`src/rtl/decode_execute_reg.sv`:
```
// decode_execute_reg: two-entry decode/execute pipeline register with flush and halt tracking
module decode_execute_reg #(
  parameter int WORD_W  = 32,
  parameter int ALUOP_W = 4,
  parameter int CTRL_W  = ALUOP_W + 9
) (
  input  logic              CLK,
  input  logic              nRST,
  input  logic              in_valid,
  output logic              in_ready,
  input  logic [CTRL_W-1:0] in_ctrl,
  input  logic [WORD_W-1:0] in_pc,
  input  logic [WORD_W-1:0] in_rdat1,
  input  logic [WORD_W-1:0] in_rdat2,
  input  logic [WORD_W-1:0] in_imm,
  input  logic [4:0]        in_rd,
  input  logic              flush,
  output logic              out_valid,
  input  logic              out_ready,
  output logic [CTRL_W-1:0] out_ctrl,
  output logic [WORD_W-1:0] out_pc,
  output logic [WORD_W-1:0] out_rdat1,
  output logic [WORD_W-1:0] out_rdat2,
  output logic [WORD_W-1:0] out_imm,
  output logic [4:0]        out_rd,
  output logic              halted
);
  localparam int P_W = CTRL_W + 4 * WORD_W + 5;
  logic [P_W-1:0] main_q, skid_q, in_p;
  logic main_v, skid_v, halt_seen, accept, drain, take;
  assign in_p = {in_ctrl, in_pc, in_rdat1, in_rdat2, in_imm, in_rd};
  assign in_ready = !skid_v && !halt_seen && !halted;
  assign accept = in_valid && in_ready;
  assign out_valid = main_v;
  assign drain = main_v && out_ready;
  assign take = !main_v || out_ready;
  assign {out_ctrl, out_pc, out_rdat1, out_rdat2, out_imm, out_rd} = main_q;
  // main/skid entries, halt tracking; invalid entries hold zero so bubbles read as zero
  always_ff @(posedge CLK) begin
    if (!nRST) begin
      main_v    <= 1'b0;
      skid_v    <= 1'b0;
      main_q    <= '0;
      skid_q    <= '0;
      halt_seen <= 1'b0;
      halted    <= 1'b0;
    end else begin
      if (drain && out_ctrl[1]) halted <= 1'b1;
      if (flush) begin
        main_v    <= 1'b0;
        skid_v    <= 1'b0;
        main_q    <= '0;
        skid_q    <= '0;
        halt_seen <= 1'b0;
      end else begin
        if (take) begin
          main_v <= skid_v || accept;
          main_q <= skid_v ? skid_q : accept ? in_p : '0;
          skid_v <= 1'b0;
          skid_q <= '0;
        end else if (accept) begin
          skid_v <= 1'b1;
          skid_q <= in_p;
        end
        if (accept && in_ctrl[1]) halt_seen <= 1'b1;
      end
    end
  end
endmodule
```
`config.mk`:
```
export PLATFORM = sky130hd
export DESIGN_NAME = decode_execute_reg
export DESIGN_NICKNAME = d
export VERILOG_FILES = /design/src/rtl/decode_execute_reg.sv
export SDC_FILE = /design/constraint.sdc
export NUM_CORES = 1
export LEC_CHECK = 0
export ABC_AREA = 1
export CORE_MARGIN = 4
export CORE_UTILIZATION = 45
export DETAILED_ROUTE_END_ITERATION = 8
export PLACE_DENSITY = 0.77
export SETUP_SLACK_MARGIN = 0.05
export SLEW_MARGIN = 20
export SYNTH_ARGS = -nofsm -noshare
export SYNTH_HDL_FRONTEND = slang
export SYNTH_SLANG_ARGS = --single-unit
```
`constraint.sdc`:
```
create_clock -name CLK -period 1.1 [get_ports CLK]
set_input_delay 0.165 -clock CLK [delete_from_list [all_inputs] [get_ports CLK]]
set_output_delay 0.165 -clock CLK [all_outputs]
set_load 0.005 [all_outputs]
```
==> results of run 1 <==
[kinds of logic (layout without fill, tap and decap cells)]
kind of cell / Yosys count / count (layout) / share of synthesized area [%]
flip-flops: 296 / 296 / 48.68
other: 0 / 1 / 0
AND/OR/NAND/NOR: 595 / 595 / 21.52
AO/OA/AOI/OAI: 440 / 440 / 18.11
buffers and inverters: 297 / 608 / 11.69
[power by group through the flow]
stage,clock network (mW),logic [mW],registers [mW]
global placement,0,2.34,11.3
floorplan,0,1.03,11.3
global route,11.5,2.83,11.1
CTS,11.0,2.50,11.1
finish,10.9,2.65,11.1
detailed placement,0,2.37,11.3
[repair_timing]
item / CTS / global route
cloned: 9 / 8
setup endpoints to repair: 444 / 444
gates resized for setup: 816 / 81
buffers inserted: 20 / 7
pin swaps: 16 / 25
[final timing paths]
check | start | end
min | in_valid | main_q[103]
max reg2reg | halt_seen | main_q[52]
min reg2reg | skid_q[77] | skid_q[77]
max | halt_seen | main_q[52]
[state kept, by name (all words and copies together) (netlist names)]
name       count
out_valid      1
halt_seen      1
halted         1
main_q       146
skid_q       146
skid_v         1
[final cells by class]
class / instances / area (um^2)
fill: 2089 / 8915
multi-input combinational: 1035 / 5090
clock buffer: 41 / 863.3
inverter: 152 / 575.6
sequential: 296 / 6120
clock inverter: 17 / 205.2
antenna: 1 / 2.502
timing repair buffer: 398 / 4164
tap: 335 / 419.2
[tightest hold or removal path, delay by kind of cell]
family / cells / cell delay (ns)
buffers and inverters: 1 / 0.19
and+or+nand+nor: 1 / 0.13
AOI/OAI and AO/OA: 1 / 0.07
[per-layer routing]
metal,up-vias,GRT usage [%],share of wire [%]
met5,-,0,0
met4,0,9.535,3.6
met3,111,4.412,9.0
met2,651,40.06,47
met1,5903,33.76,41
li1,5981,-,-
[layout by cell type, fill, tap and decap left out, types with 2 or more instances in the layout]
cell type / netlist / final
nor2_1: 147 / 147
dfxtp_1: 296 / 149
bufinv_16: 0 / 4
nor2_4: 2 / 2
clkbuf_1: 31 / 5
buf_12: 0 / 36
inv_4: 0 / 2
buf_8: 0 / 5
nand4_1: 146 / 146
o21ai_1: 3 / 3
clkdlybuf4s50_1: 0 / 149
dfxtp_2: 0 / 143
clkinv_2: 0 / 8
inv_1: 152 / 150
nand2_2: 1 / 7
clkinv_4: 0 / 2
a21oi_2: 0 / 36
nand2_4: 0 / 13
clkbuf_8: 0 / 5
buf_2: 68 / 99
buf_16: 0 / 12
dfxtp_4: 0 / 4
o21ai_0: 143 / 143
a21oi_1: 293 / 257
clkbuf_16: 0 / 37
buf_4: 29 / 33
nand2_1: 296 / 277
buf_6: 15 / 58
[stage by stage]
stage	setup TNS [ns]	hold slack, ns
after floorplan	-4.227	0.3260
final	-81.01	0.03098
after detailed placement	-123.01	0.4488
after global placement	-119.76	0.4439
after global routing	-106.28	0.03011
after CTS	-82.86	0.01236
==> summary.txt, run 1 <==
Run status
  • Status: complete, but fails checks
  • Failing checks: setup timing

STA
  • Slew Limit Headroom: 75.52%
  • FMAX: 0.6886 GHz
  • Final Critical Period: 1.452 ns
  • Fin. max-slew vios: 0
  • Worst Tran Pin Value: 0.3672 ns
  • Final worst setup slack: -0.3522 ns
  • Setup violations, final: 444
  • RSZ-0062 raised after global routing: yes
  • Crit share post-route: 132.0%
  • Final Hold Fails: 0
  • Worst Skew: 0.01869 ns

Place
  • Final HPWL DP: 24450 um
  • Place WS: -0.5231 ns
  • Port bufs: 299
  • Placer Congestion: 0.8511
  • Placement Cell Area: 15700 um^2
  • DP Cell Count: 2176

Setup path
  • Worst Path Max Fanout: 8
  • Crit path depth: 7
  • CP max stage delay: 0.36 ns
  • WP data required: 1.57 ns
  • Setup slack, reg-to-reg: -0.35 ns
  • Cell depth of the worst flop-to-flop path: 7
  • Cell family with most CP delay: buffers and inverters
  • Worst setup EP type: register
  • Most frequent CP cell: buf_12
  • Crit-path cells: nor2_4 -> buf_12 -> buf_12 -> buf_12 -> buf_16 -> nand4_1 -> a21oi_1
  • Arr. time, crit path: 1.93 ns
  • Critical path class: register to register
  • Crit start category: register
  • Buffers plus inverters on the worst setup path: 4
  • CP max stage cell: dfxtp_4

GRT
  • Total GRT Usage: 25.00%
  • GRT Residual Overflow: 0
  • Vias in the first global route: 11830
  • Initial antenna violation count: 1
  • Largest net degree at the start of global routing: 62
  • First-pass GRT wire length: 61270 um

Drt
  • Avg WL per Cell: 18.39 um
  • Vias after detailed routing: 12650
  • Starting DRC count in detailed routing: 1163
  • Detailed-route DRC error count: 0
  • Total routed wirelength: 41830 um
  • Detailed Routing Iterations Pass 1: 7
  • Antenna-violating nets left: 0
  • Via density per instance: 5.559

Die
  • IO Count: 300
  • Die width: 172.5 um
  • Total core area: 26350 um^2
  • FP Rows: 59
  • Die Y: 172.5 um
  • Die area: 29750 um^2
  • Starting Density: 46.19%

Hold path
  • Cell count of the worst hold path: 3
  • Worst hold path class: input port to register

Yosys
  • Number of library cell types mapped by synthesis: 19
  • Syn Std Cell Area: 12170 um^2
  • Mapped Avg Cell Area: 7.477 um^2
  • Post-synth EDFFs: 0
  • Post-synthesis sequential area ratio: 48.68%
  • Post-Syn Instances: 1628
  • Synthesized flop and latch total: 296
  • Synthesized Nets: 1779
  • Post-synth top cells: 296 x dfxtp_1, 296 x nand2_1, 293 x a21oi_1
  • Yosys top cell area share: 48.68%
  • Primary FF master, synth: dfxtp_1
  • Synth top area cells: dfxtp_1 49%, a21oi_1 12%, nand2_1 9.1%, nand4_1 7.5%, o21ai_0 5.9%
  • Fraction of registers with async set/reset: 0%
  • Yosys top cell by area: dfxtp_1
  • YS warnings: 0

Power and ir drop
  • Clock group share of total power: 44.3%
  • Reg power frac: 45.0%
  • PwrDens: 1415 nW/um^2
  • Leakage: 7.767 nW
  • Switching Fraction: 23.90%
  • Final total power: 24.68 mW
  • Comb power frac: 10.7%
  • Power Internal: 18.78 mW
  • Maximum vdd drop: 0.001082 V
  • Net Switching: 5.898 mW

Clocking
  • CTS root buffer: clkbuf_16
  • CTS buffer count: 31
  • CTS tree: yes
  • Clk_lat worst skew: 0.56 ns
  • H-tree Lvls: 1
  • Max Buffers Root-to-Sink: 3
  • Hold Buf Count CTS: 0
  • CTS clock-pin slew for the worst setup and hold paths: 0.06 ns
  • CTS sink cnt: 296

Layout
  • Share of layout cells above drive strength 1: 26.35%
  • Nets: 2065
  • Non-filler cells, final: 2275
  • P&R area growth vs syn: 43.26%
  • Fin util: 66.17%
  • Post-route cell area: 17440 um^2

Flow run
  • Maxcap violations: 0
(Power assumes the default switching activity.)
==> run 2: changes to the inputs <==
--- a/config.mk
+++ b/config.mk
@@ -6,10 +6,12 @@
 export NUM_CORES = 1
 export LEC_CHECK = 0
 export ABC_AREA = 1
+export CELL_PAD_IN_SITES_DETAIL_PLACEMENT = 0
+export CELL_PAD_IN_SITES_GLOBAL_PLACEMENT = 1
 export CORE_MARGIN = 4
-export CORE_UTILIZATION = 45
+export CORE_UTILIZATION = 32
 export DETAILED_ROUTE_END_ITERATION = 8
-export PLACE_DENSITY = 0.77
+export PLACE_DENSITY_LB_ADDON = 0.1
 export SETUP_SLACK_MARGIN = 0.05
 export SLEW_MARGIN = 20
 export SYNTH_ARGS = -nofsm -noshare
==> run 2 against run 1 <==
The run still ends with setup timing left. First-iteration DRC count fell by 36%. Die area rose by 39%. Global-route usage fell by 2.7 points. Sequential share of layout area fell by 3.5 points. Via count rose by 0.48%. Non-clock buffer count rose by 55. Design area rose by 11%. Clock power rose by 6%. Count of clock-buffer cells in the layout rose by 12. Critical path type unchanged. Largest power group is now clock.
==> summary.txt, run 2 (synthesis results as in run 1) <==
Layout
  • Most frequent cells in the layout: 249 x nand2_1, 237 x a21oi_1, 150 x inv_1, 149 x clkdlybuf4s50_1, 147 x nor2_1
  • Share of layout cells above drive strength 1: 30.90%
  • Filler Cell Count: 3628
  • P&R area growth vs syn: 59.29%
  • Nets: 2124
  • Commonest non-fill, non-tap cell in the layout: nand2_1
  • Non-filler cells, final: 2509
  • Regs by FF count: main_q: 146 flops, skid_q: 146 flops

STA
  • RSZ-0062 raised after global routing: yes
  • Final Hold Fails: 0
  • Final worst setup slack: -0.3804 ns
  • Worst Skew: 0.01180 ns
  • Fin. max-slew vios: 0
  • FMAX: 0.6755 GHz
  • Setup violations, final: 437
  • Slew Limit Headroom: 79.75%
  • Crit share post-route: 134.6%
  • Worst Tran Pin Value: 0.3006 ns
  • Setup tns final: -81.03 ns
  • Hold slack: 0.2440 ns
  • Final Critical Period: 1.480 ns

Clocking
  • Max Buffers Root-to-Sink: 3
  • CTS sink cnt: 296
  • CTS tree: yes
  • CTS root buffer: clkbuf_16
  • Clk_lat worst skew: 0.51 ns
  • Hold Buf Count CTS: 0
  • CTS buffer count: 35
  • CTS clock-pin slew for the worst setup and hold paths: 0.06 ns
  • H-tree Lvls: 2

Run status
  • Status: complete, but fails checks
  • Failing checks: setup timing

Place
  • Place WS: -0.4581 ns
  • Port bufs: 299
  • DP Cell Count: 2375
  • Final HPWL DP: 28410 um
  • Placer Congestion: 0.7764

Die
  • FP Rows: 71
  • IO Count: 300
  • Die width: 203.0 um
  • Die Y: 203.0 um
  • Die area: 41230 um^2
  • Total core area: 37580 um^2
  • Starting Density: 32.39%

GRT
  • Largest net degree at the start of global routing: 67
  • First-pass GRT wire length: 72910 um
  • Total GRT Usage: 22.26%
  • Vias in the first global route: 12080
  • Initial antenna violation count: 4
  • GRT Residual Overflow: 0

Setup path
  • Arr. time, crit path: 1.88 ns
  • Worst setup EP type: register
  • WP data required: 1.50 ns
  • Critical path class: register to register
  • Worst Path Max Fanout: 8
  • Crit start category: register

Drt
  • Total routed wirelength: 51230 um
  • Via density per instance: 5.065
  • Avg WL per Cell: 20.42 um
  • Starting DRC count in detailed routing: 745
  • Vias after detailed routing: 12710
  • Antenna-violating nets left: 0
  • Detailed-route DRC error count: 0
  • Detailed Routing Iterations Pass 1: 5

Power and ir drop
  • Leakage: 8.496 nW
  • PwrDens: 1333 nW/um^2
  • Maximum vdd drop: 0.0007684 V
  • Final total power: 25.86 mW

Flow run
  • Maxcap violations: 0

Hold path
  • Worst hold path class: input port to register
[run 2: cell count changes in the layout (fill, tap and decap cells not counted), sizes merged]
cell	previous run	this run
inv	154	152
clkinvlp	1	0
buf	243	287
clkbuf	47	70
bufinv	4	1
clkinv	10	7
[run 2: area by class of cell]
class | count | area [um^2] | area share (%)
Inverter | 152 | 580.6 | 2.994
Multi-Input combinational cell | 1035 | 5271 | 27.19
Clock buffer | 53 | 1066 | 5.498
Timing Repair Buffer | 453 | 5642 | 29.10
Clock inverter | 8 | 65.06 | 0.3355
Tap cell | 511 | 639.4 | 3.297
Sequential cell | 296 | 6123 | 31.58
Antenna cell | 1 | 2.502 | 0.01291
[run 2: power breakdown]
| part | total [mW] | leakage (nW) | internal [mW] | switching (mW) |
|---|---|---|---|---|
| registers | 11.1 | 2.47 | 11.0 | 0.159 |
| logic | 3.20 | 5.47 | 1.71 | 1.49 |
| clock network | 11.5 | 0.564 | 6.91 | 4.62 |
| total | 25.9 | 8.50 | 19.6 | 6.28 |
[run 2: worst paths after layout]
| check | from | endpoint | slack, ns | cells after the start |
|---|---|---|---|---|
| max reg2reg | skid_v | skid_q[66] | -0.38 | 8 |
| min reg2reg | skid_q[120] | skid_q[120] | 0.46 | 2 |
| min | in_valid | main_q[135] | 0.24 | 4 |
| max | skid_v | skid_q[66] | -0.38 | 8 |
[run 2: critical path, cell delays in order, from the launching register on]
cell and delay [ns]:
dfxtp_4 0.37, nor2_4 0.15, buf_12 0.14, nand3_4 0.10
buf_12 0.19, buf_12 0.15, clkbuf_16 0.16, nand2_4 0.05
a21oi_2 0.04
[run 2: timing repair]
action,in CTS,in global routing
gates cloned,26,18
setup endpoints to repair,444,445
gates resized for setup,888,167
pin swaps,33,85
setup buffers,19,14
[run 2: routing by layer]
layer	part of all wire, %	vias to the layer above	GRT usage [%]
met5	0.078	-	0
met4	2.0	6	5.300
met2	46	407	35.10
met1	46	6105	31.70
met3	6.1	65	4.264
li1	-	6124	-
[run 2: per-stage QoR]
step           utilization (%)  area, um^2
2_1_floorplan                -       12250
3_3_place_gp             42.85       16100
3_5_place_dp             42.85       16100
4_1_cts                  48.50       18230
5_1_grt                  51.60       19390
6_report                 51.60       19390
==> run 3: changes to the inputs <==
--- a/config.mk
+++ b/config.mk
@@ -5,15 +5,14 @@
 export SDC_FILE = /design/constraint.sdc
 export NUM_CORES = 1
 export LEC_CHECK = 0
-export ABC_AREA = 1
 export CELL_PAD_IN_SITES_DETAIL_PLACEMENT = 0
 export CELL_PAD_IN_SITES_GLOBAL_PLACEMENT = 1
 export CORE_MARGIN = 4
-export CORE_UTILIZATION = 32
+export CORE_UTILIZATION = 31
 export DETAILED_ROUTE_END_ITERATION = 8
 export PLACE_DENSITY_LB_ADDON = 0.1
 export SETUP_SLACK_MARGIN = 0.05
-export SLEW_MARGIN = 20
+export SLEW_MARGIN = 0
 export SYNTH_ARGS = -nofsm -noshare
 export SYNTH_HDL_FRONTEND = slang
 export SYNTH_SLANG_ARGS = --single-unit
==> run 3 against run 2 <==
The flow still finishes with violations (setup timing). Combinational power fell by 15%. First-iteration DRC count decreased by 32%. Synthesized cell count decreased by 20%. Clock skew decreased by 0.0039 ns. Register-to-register slack lost 0.11 ns. Clock power is essentially flat. Area after synthesis fell by 13%. Wire length shrank 27%. Count of clock-buffer cells in the layout is 2 higher. Maximum frequency decreased by 6.9%. Via count fell by 20%.
==> summary.txt, run 3 <==
Drt
  • Total routed wirelength: 37480 um
  • Avg WL per Cell: 18.23 um
  • Starting DRC count in detailed routing: 508
  • Wire length on met3: 2294 um
  • Antenna-violating nets left: 0
  • Detailed-route DRC error count: 0
  • Met1 WL: 16830 um
  • Detailed Routing Iterations Pass 1: 4
  • Met2 WL: 17560 um
  • Vias after detailed routing: 10170
  • Via density per instance: 4.948
  • Top sig layer: met5

Setup path
  • Critical path class: register to register
  • Worst Path Max Fanout: 7
  • WP data required: 1.53 ns
  • Worst R2R Start: halted
  • Worst setup EP type: register
  • FF-to-FF End: main_q[136]
  • Arr. time, crit path: 2.02 ns
  • Worst setup startpoint: halted
  • Crit start category: register
  • Setup slack, reg-to-reg: -0.49 ns
  • Cell depth of the worst flop-to-flop path: 7

Clocking
  • Clk_lat worst skew: 0.50 ns
  • CTS root buffer: clkbuf_16
  • Hold Buf Count CTS: 0
  • CTS clock-pin slew for the worst setup and hold paths: 0.06 ns
  • CTS tree: yes
  • CTS buffer count: 34
  • CTS sink cnt: 296
  • Max Buffers Root-to-Sink: 3
  • H-tree Lvls: 2

Yosys
  • Yosys top cell by area: dfxtp_1
  • Post-Syn Instances: 1300
  • Post-synthesis sequential area ratio: 55.80%
  • Yosys top cell area share: 55.80%
  • Fraction of registers with async set/reset: 0%
  • Synth top area cells: dfxtp_1 56%, a21oi_1 21%, nand2_1 10%, o21ai_0 6.9%, clkbuf_1 2.7%
  • Synthesized flop and latch total: 296
  • Number of library cell types mapped by synthesis: 16
  • Mapped Avg Cell Area: 8.169 um^2
  • YS warnings: 0
  • Post-synth top cells: 440 x a21oi_1, 296 x dfxtp_1, 293 x nand2_1
  • Syn Std Cell Area: 10620 um^2
  • Synthesized Nets: 1451
  • Post-synth EDFFs: 0
  • Count leader, synth: a21oi_1
  • Primary FF master, synth: dfxtp_1

Power and ir drop
  • Net Switching: 5.882 mW
  • Reg power frac: 44.0%
  • Power Internal: 19.33 mW
  • PwrDens: 1520 nW/um^2
  • Clock group share of total power: 45.2%
  • Switching Fraction: 23.33%
  • Maximum vdd drop: 0.0009782 V
  • Leakage: 6.017 nW
  • Comb power frac: 10.8%

STA
  • Setup violations, final: 335
  • Final Critical Period: 1.591 ns
  • Slew Limit Headroom: 72.48%
  • Worst Skew: 0.007926 ns
  • Final Hold Fails: 0
  • Crit share post-route: 144.6%
  • Fin. max-slew vios: 0
  • Worst Tran Pin Value: 0.4128 ns
  • Final worst setup slack: -0.4906 ns
  • RSZ-0062 raised after global routing: yes
  • FMAX: 0.6287 GHz

Hold path
  • Worst hold path class: input port to register
  • HP Start: in_pc[17]
  • Cell count of the worst hold path: 3
  • Hold Path Sink: main_q[118]

Place
  • DP Cell Count: 1986
  • Place WS: -0.6561 ns
  • Placer Congestion: 0.7417
  • Final HPWL DP: 22860 um
  • Port bufs: 299
  • Placement Cell Area: 14630 um^2

GRT
  • Total GRT Usage: 18.97%
  • First-pass GRT wire length: 57050 um
  • Vias in the first global route: 10030
  • Largest net degree at the start of global routing: 78
  • GRT Residual Overflow: 0
  • Initial antenna violation count: 4

Layout
  • Register area: 6112 um^2
  • Fin util: 49.22%
  • Area of the multi-input gates: 5116 um^2
  • Share of layout cells above drive strength 1: 41.36%
  • Filler Cell Count: 3313
  • P&R area growth vs syn: 56.19%
  • Post-route cell area: 16590 um^2
  • Most frequent cells in the layout: 315 x a21oi_1, 165 x nand2_1, 150 x clkdlybuf4s50_1, 149 x dfxtp_1
  • Non-filler cells, final: 2056
  • Commonest non-fill, non-tap cell in the layout: a21oi_1
  • Nets: 1734
  • Regs by FF count: main_q: 146 flops, skid_q: 146 flops
  • Diodes inserted: 0

Die
  • Starting Density: 31.51%
  • Die Y: 193.1 um
  • Die area: 37280 um^2
  • FP Rows: 67
  • IO Count: 300
  • Total core area: 33700 um^2
  • Die width: 193.1 um

Run status
  • Failing checks: setup timing
  • Status: complete, but fails checks

Flow run
  • Maxcap violations: 0
run 3: cell count changes in the layout (fill, tap and decap cells not counted), sizes merged, moves of 2 or more:
cell and delta:
a21oi +147, buf -78, clkbuf -14, clkinv -3, inv -152, nand2 -4, nand2b +2, nand3 -2
nand4 -146, nor2 -146, nor2b +3
run 3: critical path, stage by stage (launching register included):
cell and delay [ns]:
dfxtp_2 0.32, buf_6 0.11, nor4b_4 0.36, buf_4 0.20, buf_12 0.14, clkbuf_16 0.18, nand2_2 0.08, a21oi_2 0.13
run 3: power groups by stage:
| stage | combinational (mW) | sequential (mW) | clock [mW] |
|---|---|---|---|
| after detailed placement | 2.46 | 11.3 | 0 |
| after CTS | 2.62 | 11.1 | 11.7 |
| after global placement | 2.46 | 11.3 | 0 |
| after global routing | 2.94 | 11.1 | 12.2 |
| after floorplan | 1.06 | 11.3 | 0 |
| final | 2.72 | 11.1 | 11.4 |
run 3: layout make-up:
type                       count  area share, %
clock inverter                 6         0.4828
multi-input combinational    891          30.84
clock buffer                  55          6.351
tap                          448          3.379
timing repair buffer         360          22.09
sequential                   296          36.85
run 3: what timing repair did:
| action | in CTS | in global routing |
|---|---|---|
| gates resized for setup | 885 | 129 |
| pin swaps | 29 | 56 |
| gates cloned | 4 | 1 |
| setup endpoints to repair | 444 | 444 |
| setup buffers | 5 | 0 |
run 3: worst max-delay path by stage:
stage	to	slack, ns
final	main_q[136]	-0.49
after global routing	main_q[6]	-0.55
after CTS	skid_q[62]	-0.44
after detailed placement	skid_q[61]	-0.66
after global placement	skid_q[60]	-0.61
after floorplan	skid_q[100]	-0.36
run 3: cell families (layout without fill, tap and decap cells):
| logic type | Yosys count | count (layout) | synth area share, % |
|---|---|---|---|
| AO/OA/AOI/OAI | 587 | 587 | 27.67 |
| buffers and inverters | 113 | 421 | 5.372 |
| flip-flops | 296 | 296 | 55.80 |
| AND/OR/NAND/NOR | 304 | 304 | 11.16 |
run 3: per-stage QoR:
| step | TNS (ns) | hold WS (ns) | total power [mW] |
|---|---|---|---|
| after floorplan | -82.73 | 0.2932 | 12.33 |
| after global placement | -157.44 | 0.4356 | 13.74 |
| after detailed placement | -172.04 | 0.4418 | 13.73 |
| after CTS | -116.39 | 0.2106 | 25.44 |
| after global routing | -149.51 | 0.2202 | 26.20 |
| final | -121.06 | 0.2342 | 25.21 |
run 3: routing by layer:
layer,global-route usage [%],up-vias
li1,-,5025
met5,0,-
met1,26.08,4833
met4,4.521,8
met2,30.51,254
met3,4.339,53
